==> src/rtl/ft245_pkg.sv <==
// Shared definitions for the synchronous FT245 bridge: state encoding,
// direction constants and a counter-width helper.
package ft245_pkg;

    // Bridge FSM states
    typedef enum logic [2:0] {
        ST_IDLE     = 3'd0,
        ST_TX_SETUP = 3'd1,
        ST_TX       = 3'd2,
        ST_RX_WAIT  = 3'd3,
        ST_RX       = 3'd4,
        ST_TURN     = 3'd5
    } ft_state_t;

    // Value of dir after a grant
    localparam logic DIR_TX = 1'b1;
    localparam logic DIR_RX = 1'b0;

    // Bits needed to hold values 0..max_val (never less than one bit)
    function automatic int cnt_width(input int max_val);
        return (max_val < 2) ? 1 : $clog2(max_val + 1);
    endfunction

endpackage

==> src/rtl/ft245_sync_arb.sv <==
// Synchronous FT245 bridge between the FTDI FIFO port and a TX/RX pair of
// first-word-fall-through FIFOs. TX and RX are arbitrated fairly with a
// burst limit; reads are preceded by an OE lead-in and followed by a
// one-cycle bus turnaround.
// Optional feature: define FT245_SIWU_EN to build the send-immediate flush
// (pulse ft_siwu_n after SIWU_IDLE idle cycles following TX traffic).
module ft245_sync_arb
    import ft245_pkg::*;
#(
    parameter int DATA_W    = 8,
    parameter int RD_WAIT   = 2,
    parameter int BURST_MAX = 64,
    parameter int SIWU_IDLE = 255
) (
    input  logic              ft_clkout,
    input  logic              rst,
    input  logic [DATA_W-1:0] ft_bus_i,
    output logic [DATA_W-1:0] ft_bus_o,
    output logic              ft_bus_oe,
    input  logic              ft_rxf_n,
    input  logic              ft_txe_n,
    output logic              ft_rd_n,
    output logic              ft_wr_n,
    output logic              ft_oe_n,
    output logic              ft_siwu_n,
    input  logic [DATA_W-1:0] tx_rdata,
    input  logic              tx_rempty,
    output logic              tx_rinc,
    output logic [DATA_W-1:0] rx_wdata,
    input  logic              rx_wfull,
    output logic              rx_winc,
    output logic              busy,
    output logic              dir
);

    localparam int BW = cnt_width(BURST_MAX - 1);
    localparam int WW = cnt_width(RD_WAIT - 1);
    localparam logic [BW-1:0] BURST_LAST = BW'(BURST_MAX - 1);
    localparam logic [WW-1:0] WAIT_LAST  = WW'(RD_WAIT - 1);

    ft_state_t     state_reg, state_next;
    logic          dir_reg, dir_next;
    logic [BW-1:0] burst_reg, burst_next;
    logic [WW-1:0] wait_reg, wait_next;
    logic          tx_req, rx_req, burst_end, grant;

    assign tx_req    = !ft_txe_n && !tx_rempty;
    assign rx_req    = !ft_rxf_n && !rx_wfull;
    assign burst_end = (burst_reg == BURST_LAST);

    assign ft_bus_o = tx_rdata;
    assign rx_wdata = ft_bus_i;
    assign busy     = (state_reg != ST_IDLE);
    assign dir      = dir_reg;

    // A word moves only when the strobe and the FTDI flag are both low
    assign tx_rinc = !ft_wr_n && !ft_txe_n;
    assign rx_winc = !ft_rd_n && !ft_rxf_n;

    // Strobe decode from state and live FIFO flags, so full/empty gate the
    // strobe in the same cycle
    always_comb begin
        ft_bus_oe = 1'b0;
        ft_wr_n   = 1'b1;
        ft_rd_n   = 1'b1;
        ft_oe_n   = 1'b1;
        case (state_reg)
            ST_TX_SETUP: ft_bus_oe = 1'b1;
            ST_TX: begin
                ft_bus_oe = 1'b1;
                ft_wr_n   = tx_rempty;
            end
            ST_RX_WAIT:  ft_oe_n = (wait_reg != WAIT_LAST);
            ST_RX: begin
                ft_oe_n = 1'b0;
                ft_rd_n = rx_wfull;
            end
            default: ;
        endcase
    end

    // Arbitration, burst accounting and state sequencing
    always_comb begin
        state_next = state_reg;
        dir_next   = dir_reg;
        burst_next = burst_reg;
        wait_next  = wait_reg;
        grant      = 1'b0;
        if ((tx_rinc || rx_winc) && !burst_end) begin
            burst_next = burst_reg + 1'b1;
        end
        case (state_reg)
            ST_IDLE: begin
                // On a tie the direction not served last wins
                if (tx_req && (!rx_req || dir_reg == DIR_RX)) begin
                    state_next = ST_TX_SETUP;
                    dir_next   = DIR_TX;
                    burst_next = '0;
                    grant      = 1'b1;
                end else if (rx_req) begin
                    state_next = ST_RX_WAIT;
                    dir_next   = DIR_RX;
                    burst_next = '0;
                    wait_next  = '0;
                    grant      = 1'b1;
                end
            end
            ST_TX_SETUP: state_next = tx_req ? ST_TX : ST_IDLE;
            ST_TX: begin
                if (!tx_req || (tx_rinc && burst_end && rx_req)) begin
                    state_next = ST_IDLE;
                end
            end
            ST_RX_WAIT: begin
                if (wait_reg == WAIT_LAST) begin
                    state_next = ST_RX;
                end else begin
                    wait_next = wait_reg + 1'b1;
                end
            end
            ST_RX: begin
                if (!rx_req || (rx_winc && burst_end && tx_req)) begin
                    state_next = ST_TURN;
                end
            end
            ST_TURN: state_next = ST_IDLE;
            default: state_next = ST_IDLE;
        endcase
    end

    // Core state register
    always_ff @(posedge ft_clkout) begin
        if (rst) begin
            state_reg <= ST_IDLE;
            dir_reg   <= DIR_RX;
            burst_reg <= '0;
            wait_reg  <= '0;
        end else begin
            state_reg <= state_next;
            dir_reg   <= dir_next;
            burst_reg <= burst_next;
            wait_reg  <= wait_next;
        end
    end

`ifdef FT245_SIWU_EN
    localparam int IW = cnt_width(SIWU_IDLE);
    localparam logic [IW-1:0] IDLE_LAST = IW'(SIWU_IDLE);

    logic [IW-1:0] idle_reg, idle_next;
    logic          sent_reg, sent_next;
    logic          siwu_fire;

    // Counter only reaches its limit after uninterrupted idle, so the
    // pulse always lands in IDLE
    assign siwu_fire = (idle_reg == IDLE_LAST);
    assign ft_siwu_n = !siwu_fire;

    // Idle-with-TX-drained timer; restarts whenever the condition breaks
    always_comb begin
        idle_next = '0;
        sent_next = sent_reg || tx_rinc;
        if (siwu_fire) begin
            sent_next = 1'b0;
        end else if (state_reg == ST_IDLE && !grant && tx_rempty && sent_reg) begin
            idle_next = idle_reg + 1'b1;
        end
    end

    // Send-immediate timer registers
    always_ff @(posedge ft_clkout) begin
        if (rst) begin
            idle_reg <= '0;
            sent_reg <= 1'b0;
        end else begin
            idle_reg <= idle_next;
            sent_reg <= sent_next;
        end
    end
`else
    // Flush disabled: held inactive; SIWU_IDLE has no effect in this build
    assign ft_siwu_n = 1'b1 | (SIWU_IDLE == 0);
`endif

endmodule

==> config.mk <==
export PLATFORM = sky130hd
export DESIGN_NAME = ft245_sync_arb
export DESIGN_NICKNAME = d
export VERILOG_FILES = /design/src/rtl/ft245_pkg.sv /design/src/rtl/ft245_sync_arb.sv
export SDC_FILE = /design/constraint.sdc
export NUM_CORES = 1
export LEC_CHECK = 0
export BUFFER_PORTS_ARGS = -buffer_cell sky130_fd_sc_hd__buf_2
export CORE_MARGIN = 4
export CORE_UTILIZATION = 37
export DETAILED_ROUTE_END_ITERATION = 8
export GPL_TIMING_DRIVEN = 0
export PLACE_DENSITY = 0.73
export SLEW_MARGIN = 20
export SYNTH_ARGS = -nofsm -noshare
export SYNTH_HDL_FRONTEND = slang
export SYNTH_SLANG_ARGS = --single-unit
==> constraint.sdc <==
create_clock -name ft_clkout -period 1.5 [get_ports ft_clkout]
set_input_delay 0.3 -clock ft_clkout [delete_from_list [all_inputs] [get_ports ft_clkout]]
set_output_delay 0.3 -clock ft_clkout [all_outputs]
set_load 0.02 [all_outputs]
==> flow_summary_export.csv <==
group,metric,value,unit
final_layout,area_delta_synth_final,51.2,%
setup_path,cp.buffers_inverters,1,
route,drc,0,
sta,period_needed,1.74,ns
cts,hold_buffers,0,
placement,place_congestion,0.843,
floorplan,start_util,38.8,%
floorplan,die_w,53.4,microns
route,ant_nets,0,
route,wl,1860,microns
power,ir_drop,0.688,mV
cts,clockBufferDepth,2,
sta,fmax,575,MHz
run_status,violations,"negative setup slack",
logic_synthesis,syn_nets,117,
final_layout,drive_above_1_share,56.3,%
cts,clk_pin_slew,0.07,ns
final_layout,n_antenna_cell,0,
logic_synthesis,ys.flop_type,"dfxtp_1",
floorplan,io_pins,47,
cts,insertion_delay,0.27,ns
sta,worst_slack,-0.240,ns
setup_path,crit_start,"state_reg[1]",
final_layout,fillers,185,
cts,cts-root-buf,"clkbuf_4",
power,p_per_area,1130,nW/um^2
route,wl_per_cell,11.5,microns
sta,setup_viol,13,
floorplan,dieArea,2850,sq um
setup_path,crit_required,1.67,ns
logic_synthesis,synth_enable_flop_cells,0,
sta,rsz0062_at_grt,"yes",
global_routing,grt_max_degree,9,
floorplan,die_y,53.4,microns
route,dr.pass1.iters,4,
floorplan,core-area,1960,sq um
global_routing,grt_pass1_vias,719,
logic_synthesis,netlist_area,762,sq um
setup_path,arrival,1.91,ns
sta,fin_crit_sh,116,%
setup_path,rrSetupSlack,-0.24,ns
setup_path,cp.depth,6,
setup_path,r2r_cells,6,
cts,cts.sinks,11,
final_layout,finish.net_count,159,
final_layout,layout_common_cells,"buf_4 (23), buf_2 (23), nor2_1 (13)",
logic_synthesis,ys_types,29,
setup_path,worstPathMaxFanout,6,
cts,tritoncts,"built",
sta,hold_violations,0,
logic_synthesis,ys_ff_latch,11,
sta,clock_skew,0.00484,ns
logic_synthesis,syn_inst,94,
final_layout,multiInputGateArea,448,sq um
setup_path,criticalPathCategory,"reg -> reg",
route,drt-initial-drc-count,6,
logic_synthesis,ys_seq_area_share,28.9,%
setup_path,r2r_end,"burst_reg[3]",
setup_path,cp_slowest_cell,"or3b_4",
logic_synthesis,synth-warning-count,0,
logic_synthesis,synth-async-reset-ratio,0,%
global_routing,grt_overflow,0,
final_layout,final_cells,162,
min_path,hold_path.class,"in -> reg",
logic_synthesis,synth_top_cell_by_area,"dfxtp_1",
setup_path,cp-endpoint,"burst_reg[3]",
cts,cts_max_level,1,
global_routing,grt_pass1_wl,3020,microns
global_routing,grt_util_all_layers,15.0,%
route,vias_per_cell,4.77,
floorplan,rows,16,
sta,slew_violations,0,
setup_path,cp-end-kind,"flop",
setup_path,path_cells,"or3b_4 -> buf_6 -> o32ai_4 -> nand3_1 -> xor2_1 -> nor2_1",
flow_run,drv_cap,0,
route,vias,773,
final_layout,final-seq-area,231,sq um
cts,numCtsBuffers,3,
setup_path,crit_family,"simple AND/OR/NAND/NOR gates",
min_path,hp-start,"rst",
logic_synthesis,synth_top_area_share,28.9,%
setup_path,max_stage_delay,0.43,ns
placement,placed_cells,150,
placement,numPortBuffers,29,
placement,hpwl,1400,microns
logic_synthesis,avgSynthCellArea,8.11,sq um
logic_synthesis,ys_top_cells_by_area,"dfxtp_1 (29%), buf_4 (18%), nor2_1 (6.9%)",
final_layout,fin_util,58.7,%
power,power_leakage,0.532,nW
global_routing,antenna_found_initial,0,
setup_path,timing.rr.start,"state_reg[1]",
final_layout,largest_reg_flops,6,
run_status,outcome,"finished, violations left",
setup_path,startpoint_type,"flop",
[worst min-delay path by stage]
stage	depth (start not counted)	slack, ns	endpoint
floorplan	1	0.37	wait_reg
global placement	2	0.47	burst_reg[1]
detailed placement	2	0.47	burst_reg[1]
CTS	2	0.27	state_reg[0]
global route	2	0.26	state_reg[0]
finish	2	0.27	state_reg[0]
[worst register-to-register path: stages (launching register included)]
cell and delay, ns:
dfxtp_4 0.36, or3b_4 0.43, buf_6 0.14, o32ai_4 0.35, nand3_1 0.15, xor2_1 0.16, nor2_1 0.05
[power by group]
group          total [mW]  leakage, nW  internal, mW  switching (mW)
clock network       0.204       0.0177        0.0989           0.105
logic               0.711        0.423         0.362           0.349
registers           0.388       0.0913         0.341          0.0473
total                1.30        0.532         0.802           0.502
[synth_stat cells (2+ instances only)]
library cell	count
a21oi_1	3
xor2_1	6
o21ai_0	3
dfxtp_1	11
and3_1	3
nor3_1	4
buf_4	18
inv_1	2
nand3_1	6
nor2_1	14
a22oi_1	2
nand2_1	4
nand3b_1	2
[per-layer routing]
metal	global-route usage, %	part of all wire, %	vias up
met1	14.1	36	357
li1	-	-	384
met5	0	0	-
met3	5.92	7.7	4
met2	28.6	56	28
met4	5.11	1.0	0
[layout make-up]
class	instances	share of cell area (%)
Clock inverter	1	0.434
Multi-Input combinational cell	61	38.9
Clock buffer	3	1.95
Tap cell	27	2.93
Timing Repair Buffer	39	23.7
Buffer	18	11.4
Inverter	2	0.651
Sequential cell	11	20.1
[kinds of logic after synthesis]
kind of cell | Yosys count | share of synthesized area, %
compound gates | 13 | 13.3
xor+xnor | 7 | 8.05
fa+ha+maj | 1 | 1.64
buf+inv | 22 | 20.7
flops | 11 | 28.9
mux | 1 | 1.31
other cells | 1 | 0.492
simple gates | 38 | 25.6
[stage by stage]
step	hold WS (ns)	power, mW	instance area [sq um]	setup TNS [ns]	worst slack (ns)
final	0.273	1.30	1150	-2.21	-0.240
after global routing	0.264	1.40	1150	-2.92	-0.302
after CTS	0.265	1.25	1120	-2.24	-0.257
after detailed placement	0.475	0.935	968	-1.56	-0.225
after global placement	0.469	0.925	968	-1.21	-0.169
after floorplan	0.369	0.798	790	-0.498	-0.123
[what timing repair did]
action | CTS | global route
gates resized for setup | 24 | 8
endpoints found under the setup margin | 14 | 14
buffers inserted | 9 | 2
pin swaps | 7 | 6
(Power assumes the default switching activity.)
